[config.mk]
export PLATFORM = sky130hd
export DESIGN_NAME = alu_issue_unit
export DESIGN_NICKNAME = d
export VERILOG_FILES = /design/src/rtl/alu_pkg.sv /design/src/rtl/alu_op_fifo.sv /design/src/rtl/alu_issue_unit.sv
export SDC_FILE = /design/constraint.sdc
export NUM_CORES = 1
export LEC_CHECK = 0
export ABC_AREA = 1
export CAP_MARGIN = 10
export CELL_PAD_IN_SITES_DETAIL_PLACEMENT = 0
export CELL_PAD_IN_SITES_GLOBAL_PLACEMENT = 2
export CORE_MARGIN = 5
export CORE_UTILIZATION = 31
export DETAILED_ROUTE_END_ITERATION = 8
export PLACE_DENSITY = 0.76
export SYNTH_ARGS = -nofsm -noshare
export SYNTH_HDL_FRONTEND = slang
export SYNTH_HIERARCHICAL = 1
export SYNTH_SLANG_ARGS = --single-unit
[constraint.sdc]
create_clock -name clk -period 2.3 [get_ports clk]
set_clock_uncertainty 0.2 [all_clocks]
set_input_delay 0.46 -clock clk [delete_from_list [all_inputs] [get_ports clk]]
set_output_delay 0.46 -clock clk [all_outputs]
set_load 0.02 [all_outputs]
[src/rtl/alu_pkg.sv]
// alu_pkg: shared widths, opcode constants and the request record used by
// the ALU issue unit and its operation FIFO.
//   OP_W / DATA_W : control-code and operand widths
//   OP_*          : the five legal control codes (meaning defined by the ALU)
//   alu_req_t     : one queued operation {a, b, op}
//   is_legal_op   : 1 for codes 3'b000..3'b100, 0 for 3'b101..3'b111
package alu_pkg;

    localparam int OP_W   = 3;
    localparam int DATA_W = 4;

    localparam logic [OP_W-1:0] OP_ADD = 3'b000;
    localparam logic [OP_W-1:0] OP_SUB = 3'b001;
    localparam logic [OP_W-1:0] OP_AND = 3'b010;
    localparam logic [OP_W-1:0] OP_OR  = 3'b011;
    localparam logic [OP_W-1:0] OP_XOR = 3'b100;

    typedef struct packed {
        logic [DATA_W-1:0] a;
        logic [DATA_W-1:0] b;
        logic [OP_W-1:0]   op;
    } alu_req_t;

    // Legal codes are a contiguous range starting at zero.
    function automatic logic is_legal_op(input logic [OP_W-1:0] op);
        return (op <= OP_XOR);
    endfunction

endpackage

[src/rtl/alu_op_fifo.sv]
// alu_op_fifo: synchronous FIFO of pending ALU operations.
//   clk, rst       : clock, synchronous active-high reset (empties the FIFO)
//   push, push_data: write one entry; ignored when full
//   pop, pop_data  : pop_data is the head entry; pop removes it, ignored when empty
//   full, empty    : occupancy flags
//   count          : number of stored entries, 0..DEPTH
// No bypass: an entry written on an edge appears at the head only after it.
module alu_op_fifo
    import alu_pkg::*;
#(
    parameter int DEPTH = 4
) (
    input  logic                     clk,
    input  logic                     rst,
    input  logic                     push,
    input  alu_req_t                 push_data,
    input  logic                     pop,
    output alu_req_t                 pop_data,
    output logic                     full,
    output logic                     empty,
    output logic [$clog2(DEPTH):0]   count
);

    localparam int AW = $clog2(DEPTH);
    localparam int CW = AW + 1;

    alu_req_t        mem [DEPTH];
    logic [AW-1:0]   wr_ptr;
    logic [AW-1:0]   rd_ptr;
    logic            do_push;
    logic            do_pop;

    assign full     = (count == CW'(DEPTH));
    assign empty    = (count == '0);
    assign do_push  = push && !full;
    assign do_pop   = pop && !empty;
    assign pop_data = mem[rd_ptr];

    // Pointers wrap naturally because DEPTH is a power of two.
    always_ff @(posedge clk) begin
        if (rst) begin
            wr_ptr <= '0;
            rd_ptr <= '0;
            count  <= '0;
        end else begin
            if (do_push) begin
                wr_ptr <= wr_ptr + 1'b1;
            end
            if (do_pop) begin
                rd_ptr <= rd_ptr + 1'b1;
            end
            case ({do_push, do_pop})
                2'b10:   count <= count + 1'b1;
                2'b01:   count <= count - 1'b1;
                default: count <= count;
            endcase
        end
    end

    // Storage needs no reset; only the pointers define what is valid.
    always_ff @(posedge clk) begin
        if (do_push) begin
            mem[wr_ptr] <= push_data;
        end
    end

endmodule

[src/rtl/alu_issue_unit.sv]
// alu_issue_unit: queues ALU requests, drives an external combinational ALU
// from a registered issue stage and captures its outputs into a result record.
//   clk, rst                       : clock, synchronous active-high reset
//   in_valid/in_ready, in_a/b/op   : request handshake and payload
//   alu_a/alu_b/alu_control        : registered drive to the external ALU
//   alu_result/carry/zero          : combinational ALU outputs
//   out_valid/out_ready, out_*     : result handshake and registered record
//   fifo_count                     : current FIFO occupancy
// Handshakes: a transfer happens on a rising edge where valid and ready are
// both high; a producer holding valid keeps its payload stable until then,
// and ready never depends combinationally on valid.
// Pipeline: FIFO -> issue register -> result register; each stage may load
// on the same edge its contents move on, giving one result per cycle.
module alu_issue_unit
    import alu_pkg::*;
#(
    parameter int DEPTH = 4
) (
    input  logic                    clk,
    input  logic                    rst,
    input  logic                    in_valid,
    output logic                    in_ready,
    input  logic [DATA_W-1:0]       in_a,
    input  logic [DATA_W-1:0]       in_b,
    input  logic [OP_W-1:0]         in_op,
    output logic [DATA_W-1:0]       alu_a,
    output logic [DATA_W-1:0]       alu_b,
    output logic [OP_W-1:0]         alu_control,
    input  logic [DATA_W-1:0]       alu_result,
    input  logic                    alu_carry,
    input  logic                    alu_zero,
    output logic                    out_valid,
    input  logic                    out_ready,
    output logic [DATA_W-1:0]       out_result,
    output logic                    out_carry,
    output logic                    out_zero,
    output logic [OP_W-1:0]         out_op,
    output logic                    out_illegal,
    output logic [$clog2(DEPTH):0]  fifo_count
);

    alu_req_t head;
    logic     fifo_full;
    logic     fifo_empty;
    logic     push;
    logic     pop;
    logic     issue_valid;
    logic     issue_adv;

    assign in_ready  = !fifo_full;
    assign push      = in_valid && in_ready;
    assign issue_adv = issue_valid && (!out_valid || out_ready);
    assign pop       = !fifo_empty && (!issue_valid || issue_adv);

    alu_op_fifo #(.DEPTH(DEPTH)) u_fifo (
        .clk       (clk),
        .rst       (rst),
        .push      (push),
        .push_data ({in_a, in_b, in_op}),
        .pop       (pop),
        .pop_data  (head),
        .full      (fifo_full),
        .empty     (fifo_empty),
        .count     (fifo_count)
    );

    // Issue register: holds while the result stage is stalled.
    always_ff @(posedge clk) begin
        if (rst) begin
            issue_valid <= 1'b0;
            alu_a       <= '0;
            alu_b       <= '0;
            alu_control <= '0;
        end else if (pop) begin
            issue_valid <= 1'b1;
            alu_a       <= head.a;
            alu_b       <= head.b;
            alu_control <= head.op;
        end else if (issue_adv) begin
            issue_valid <= 1'b0;
        end
    end

    // Result register: illegal codes report a zeroed result with the flag set.
    always_ff @(posedge clk) begin
        if (rst) begin
            out_valid   <= 1'b0;
            out_result  <= '0;
            out_carry   <= 1'b0;
            out_zero    <= 1'b0;
            out_op      <= '0;
            out_illegal <= 1'b0;
        end else if (issue_adv) begin
            out_valid <= 1'b1;
            out_op    <= alu_control;
            if (is_legal_op(alu_control)) begin
                out_result  <= alu_result;
                out_carry   <= alu_carry;
                out_zero    <= alu_zero;
                out_illegal <= 1'b0;
            end else begin
                out_result  <= '0;
                out_carry   <= 1'b0;
                out_zero    <= 1'b0;
                out_illegal <= 1'b1;
            end
        end else if (out_ready) begin
            out_valid <= 1'b0;
        end
    end

endmodule

### Word-level counts from Yosys, hierarchy flattened

Memories as Yosys holds them, arrays and structs flattened. A register that Yosys moved wholly into a read port is not among the register bits.
Index checks and enable logic that the tools add are counted.

| storage, ports and cells | value |
|---|---|
| register bits after elaboration | 19 |
| memory bits (writable) | 44 |
| logic and storage cells | 45 |
| memories | 1 |

Memories:

| name | depth | width | read ports | clocked after Yosys merged registers in | write ports | RTL line | text |
|---|---|---|---|---|---|---|---|
| u_fifo.mem | 4 | 11 | 1 | 1 | 1 | alu_op_fifo.sv:27 | `alu_req_t mem [DEPTH];` |

| operators by class | value |
|---|---|
| $add $sub $neg | 4 |
| $lt $le $gt $ge | 1 |
| equal/unequal tests | 3 |
| mux-type cells | 11 |
| reduce and logical (&&, ||, !) cells | 15 |

Operator list:

| operator | count |
|---|---|
| $mux W1 | 9 |
| $pmux W3 S2 | 1 |
| $reduce_bool A2 Y1 | 3 |
| $logic_and A1 B1 Y1 | 5 |
| $add A2 B1 Y2 const B | 2 |
| $logic_not A1 Y1 | 4 |
| $mux W4 | 1 |
| $add A3 B1 Y3 const B | 1 |
| $eq A3 B3 Y1 const B | 1 |
| $le A3 B3 Y1 const B | 1 |
| $logic_not A3 Y1 | 1 |
| $sub A3 B1 Y3 const B | 1 |
| $eq A2 B1 Y1 const B | 1 |
| $eq A2 B2 Y1 const B | 1 |
| $logic_or A1 B1 Y1 | 2 |

### Longest topological paths before layout

| depth | value |
|---|---|
| depth in word-level cells | 8 |
| depth in mapped cells | 18 |
| mapped depth without buffers | 17 |

### Modules after synthesis

The synthesis kept the hierarchy.

By module, submodules not included:

| module | instances | cells an instance | area each (um^2) | seq. area each (um^2) |
|---|---|---|---|---|
| alu_op_fifo | 1 | 177 | 2132.0 | 1501.4 |
| alu_issue_unit | 1 | 109 | 884.6 | 460.4 |

### Least setup slack after synthesis

Ideal clock, no wire load.

| timing | value |
|---|---|
| path kind | flip-flop to flip-flop |
| start point | reg u_fifo.count[1] |
| end point | reg u_fifo.count[2] |
| arrival | 2032 ps |
| data required time | 1990 ps |
| setup slack | -41 ps |
| stages on the path, launching flop included | 19 |
| path buffers | 1 |
| period minus slack after synthesis | 2341 ps |
| path through | dfxtp_1 inv_2 nand3_2 inv_2 inv_1 nand2_2 inv_2 buf_6 inv_1 nor2_1 ha_1 inv_1 fa_1 inv_1 nand2_1 nand3_1 nand2_1 inv_1 nor2_1 |

| on the way | value |
|---|---|
| cells in the longest elaborated chain, start to end | 6 |

Ends and longest elaborated chain:

| what | RTL line | text |
|---|---|---|
| start, declared | alu_op_fifo.sv:21 | `output logic [$clog2(DEPTH):0] count` |
| start signal, assigned | alu_op_fifo.sv:53 | `2'b10: count <= count + 1'b1;` |
| start signal, assigned | alu_op_fifo.sv:54 | `2'b01: count <= count - 1'b1;` |
| start signal, assigned | alu_op_fifo.sv:55 | `default: count <= count;` |
| $logic_not A3 Y1 * | alu_op_fifo.sv:34 | `assign empty = (count == '0);` |
| named net fifo_empty | alu_issue_unit.sv:44 | `logic fifo_empty;` |
| $logic_not A1 Y1 * | alu_issue_unit.sv:53 | `assign pop = !fifo_empty && (!issue_valid \|\| issue_adv);` |
| $logic_and A1 B1 Y1 * | alu_issue_unit.sv:53 |  |
| named net pop | alu_issue_unit.sv:46 | `logic pop;` |
| $logic_and A1 B1 Y1 * | alu_op_fifo.sv:36 | `assign do_pop = pop && !empty;` |
| named net u_fifo.do_pop | alu_op_fifo.sv:31 | `logic do_pop;` |
| $eq A2 B1 Y1 / $eq A2 B2 Y1 (equally long branches) | alu_op_fifo.sv:52 | `case ({do_push, do_pop})` |
| $pmux W3 S2 / $reduce_bool A2 Y1 (equally long branches) | - |  |

The timed path passes the listed nets; every way through them passes the cells marked *.
A chain may end at the register's enable or synchronous reset.

### Worst setup path in the final report

| timing | value |
|---|---|
| start point | in out_ready |
| end point | reg u_fifo.count[2] |

| on the way | value |
|---|---|
| cells in the longest elaborated chain, start to end | 7 |

Ends and longest elaborated chain:

| what | RTL line | text |
|---|---|---|
| start, declared | alu_issue_unit.sv:33 | `input logic out_ready,` |
| $logic_or A1 B1 Y1 * | alu_issue_unit.sv:52 | `assign issue_adv = issue_valid && (!out_valid \|\| out_ready);` |
| $logic_and A1 B1 Y1 * | alu_issue_unit.sv:52 |  |
| $logic_or A1 B1 Y1 * | alu_issue_unit.sv:53 |  |
| $logic_and A1 B1 Y1 * | alu_issue_unit.sv:53 |  |
| $logic_and A1 B1 Y1 * | alu_op_fifo.sv:36 |  |
| named net u_fifo.do_pop | alu_op_fifo.sv:31 |  |
| $eq A2 B1 Y1 / $eq A2 B2 Y1 (equally long branches) | alu_op_fifo.sv:52 |  |
| $pmux W3 S2 / $reduce_bool A2 Y1 (equally long branches) | - |  |

Marked as above.

==> flow_metrics.py <==
metrics = {
    "floorplanning": {
        "row_count": 36,
        "die_height_um": 109,
        "core-area_um2": 9640,
        "io_pins": 47,
        "dieArea_um2": 11800,
        "start_util": 0.313,
        "die_w_um": 109,
    },
    "routing": {
        "routed_wirelength_mm": 6.12,
        "vias": 2093,
        "drc": 0,
        "drt.antenna.violating_nets": 0,
        "drtIter0Drc": 85,
        "via_per_inst": 4.32,
        "drtPass1Iterations": 4,
        "drt-wirelength-per-cell_um": 12.6,
    },
    "cts": {
        "cts_buffers": 9,
        "cts_setup_buffers": 0,
        "cts_tree": "done",
        "cts_sinks": 76,
        "h-tree-depth": 3,
        "path_clk_slew_ns": 0.08,
        "ctsLongestPathBuffers": 2,
        "root_buffer": "clkbuf_8",
        "clk_latency_ns": 0.35,
    },
    "place": {
        "io_buffers": 46,
        "pre_cts_ws_ns": -0.280,
        "dpl_cell_area_um2": 3670,
        "dp_hpwl_mm": 4.27,
        "gp_congestion": 0.728,
        "dpl.cell_count": 468,
    },
    "timing": {
        "setup_tns_ns": 0,
        "max_slew_margin": 0.733,
        "max_freq_mhz": 468,
        "maxSlewViolCount": 0,
        "worst_pin_slew_ns": 0.398,
        "finalCriticalPeriod_ns": 2.14,
        "finalWorstSetupSlack_ns": 0.161,
        "setup_violations": 0,
        "final_hold_viol_count": 0,
        "fin_crit_sh": 0.930,
        "rsz0062_at_grt": "no",
    },
    "yosys": {
        "ys_seq_elements": 76,
        "synth_xor_area_frac": 0,
        "yosys_warnings": 6,
        "synth_compound_area_frac": 0.118,
        "synth_area_um2": 3020,
        "syn_nets": 313,
        "synth_top_area_share": 0.438,
        "yosys.area_share.simple": 0.146,
        "ys_seq_area_frac": 0.650,
        "syn_avg_cell_area_um2": 10.5,
        "synth_top_family_by_area": "simple AND/OR/NAND/NOR gates",
        "synth_top_area_cell": "edfxtp_1",
        "synth_cell_types": 23,
        "syn_inst": 286,
        "synthAdderAreaFrac": 0.0274,
        "synthMuxAreaShare": 0,
        "synthTopCellsByArea": "edfxtp_1 44%, dfxtp_1 21%, nor2_1 6.8%, o21ai_1 3.5%, o21ai_0 3.0%",
    },
    "global_routing": {
        "grt_util_met2": 0.172,
        "antenna_found_initial": 0,
        "grtUsageMet3": 0.0302,
        "grt_usage": 0.110,
        "grt_max_degree": 23,
        "busiest_layer": "met2",
        "gr-total-overflow": 0,
        "grt_pass1_vias": 1977,
        "grt_pass1_wl_mm": 9.75,
        "use_met1": 0.139,
    },
    "pwr": {
        "power_density_nw_per_um2": 1230,
        "power.leakage_nw": 1.43,
        "ir_drop_v": 0.000364,
    },
    "finish": {
        "register_area_um2": 1970,
        "multi_input_area_um2": 882,
        "antenna_cells": 0,
        "fin_nets": 373,
        "syn_to_final_growth_pct": 28.7,
        "nFillCells": 990,
        "stdcell_count": 484,
        "drive_gt1_frac": 0.168,
        "stdcell_area_um2": 3880,
        "final_util": 0.403,
    },
    "flow_run": {
        "drv_cap": 0,
    },
    "setup_path": {
        "arrival_ns": 2.20,
        "crit_path_start_kind": "input pin",
        "critPathKind": "in -> reg",
        "critPathMaxStageDelay_ns": 0.48,
        "crit_fanout": 3,
        "critPathMostFrequentCell": "inv_1",
        "worstSetupEndpointType": "register",
        "crit_required_ns": 2.36,
        "cpMaxStageDelayCell": "clkdlybuf4s50_1",
        "path_cells": "clkdlybuf4s50_1 > inv_2 > nand3_2 > nand2_2 > inv_2 > inv_1 > nor2_1 > ha_2 > inv_1 > fa_2 > inv_1 > nand2_1 > nand3_1 > nand2_1 > inv_1 > nor2_1",
    },
    "status": {
        "outcome": "complete, no violations",
    },
    "min_path": {
        "hold_path.class": "reg -> reg",
    },
}
cells in the mapped netlist:
master and instances:
nor2_1 55, edfxtp_1 44, dfxtp_1 32, o21ai_1 21, nand2_1 20, inv_1 18, o21ai_0 18, a21oi_1 15
o22ai_1 11, inv_2 9, nand3_1 9, nor2_2 9, ha_1 5, buf_2 4, buf_4 4, nand3_2 3
buf_6 2, nand2_2 2, a21oi_4 1, clkinv_1 1, fa_1 1, nand3b_1 1, nand4_1 1
sequential cells by signal (all words and copies together) (netlist names), named ones only:
signal / cells
alu_a: 4
alu_b: 4
alu_control: 3
issue_valid: 1
out_carry: 1
out_illegal: 1
out_op: 3
out_result: 4
out_valid: 1
out_zero: 1
u_fifo/count: 3
u_fifo/mem: 44
u_fifo/rd_ptr: 2
u_fifo/wr_ptr: 2
what timing repair did:
item / CTS / global route
endpoints found under the setup margin: 1 / 1
hold buffers: 0 / 0
pin swaps: 0 / 1
gates resized for setup: 1 / 3
critical path, delay by kind of cell:
kind | cells | cell delay [ns]
buf+inv | 7 | 0.78
fa+ha+maj | 2 | 0.51
simple gates | 7 | 0.44
where the power goes:
part	internal [mW]	total [mW]	switching, mW
logic	0.728	1.80	1.08
registers	1.76	1.93	0.165
clock network	0.515	1.04	0.527
worst paths after layout:
kind,start,to,slack [ns],cells after the start
worst min-delay path,out_result[1],out_result[1],0.27,2
worst max register to register,u_fifo/count[1],u_fifo/count[2],0.23,17
worst min register to register,out_result[1],out_result[1],0.27,2
worst max-delay path,out_ready,u_fifo/count[2],0.16,16
cell type report:
cell class | instances | share of cell area
well taps | 133 | 0.0429
clock inverters | 7 | 0.0213
multi-input cells | 172 | 0.227
clock buffers | 9 | 0.0319
flip-flops and latches | 76 | 0.506
inverters | 28 | 0.0271
repair buffers | 59 | 0.143
cells by family (layout without fill, tap and decap cells):
logic type               Yosys count  in the layout
adder cells (fa/ha/maj)            6              6
AND/OR/NAND/NOR                  100            100
AO/OA/AOI/OAI                     66             66
buffers and inverters             38            103
flip-flops                        76             76
placed cells by master, fill, tap and decap left out, drive strengths merged:
master	Yosys	layout
o21ai	39	39
clkdlybuf4s50	0	45
ha	5	5
dlygate4sd2	0	1
clkbuf	0	9
inv	27	29
o22ai	11	11
nand4	1	1
bufinv	0	1
nor2	64	64
nand3	12	12
nand2	22	22
nand3b	1	1
clkinvlp	0	2
a21oi	16	16
edfxtp	44	44
clkinv	1	3
buf	10	13
dfxtp	32	32
fa	1	1
per-stage QoR:
| stage | hold slack, ns | power (mW) |
|---|---|---|
| 2_1_floorplan | 0.248 | 3.15 |
| 3_3_place_gp | 0.254 | 3.77 |
| 3_5_place_dp | 0.257 | 3.79 |
| 4_1_cts | 0.269 | 4.84 |
| 5_1_grt | 0.295 | 5.13 |
| 6_report | 0.265 | 4.77 |
metal layers:
| metal | vias to the layer above | wire length, um |
|---|---|---|
| met4 | 0 | 149 |
| met1 | 942 | 2920 |
| li1 | 1088 | - |
| met2 | 50 | 2720 |
| met3 | 13 | 333 |
| met5 | - | 0 |
Note: power is estimated with default switching activity, not from simulation.
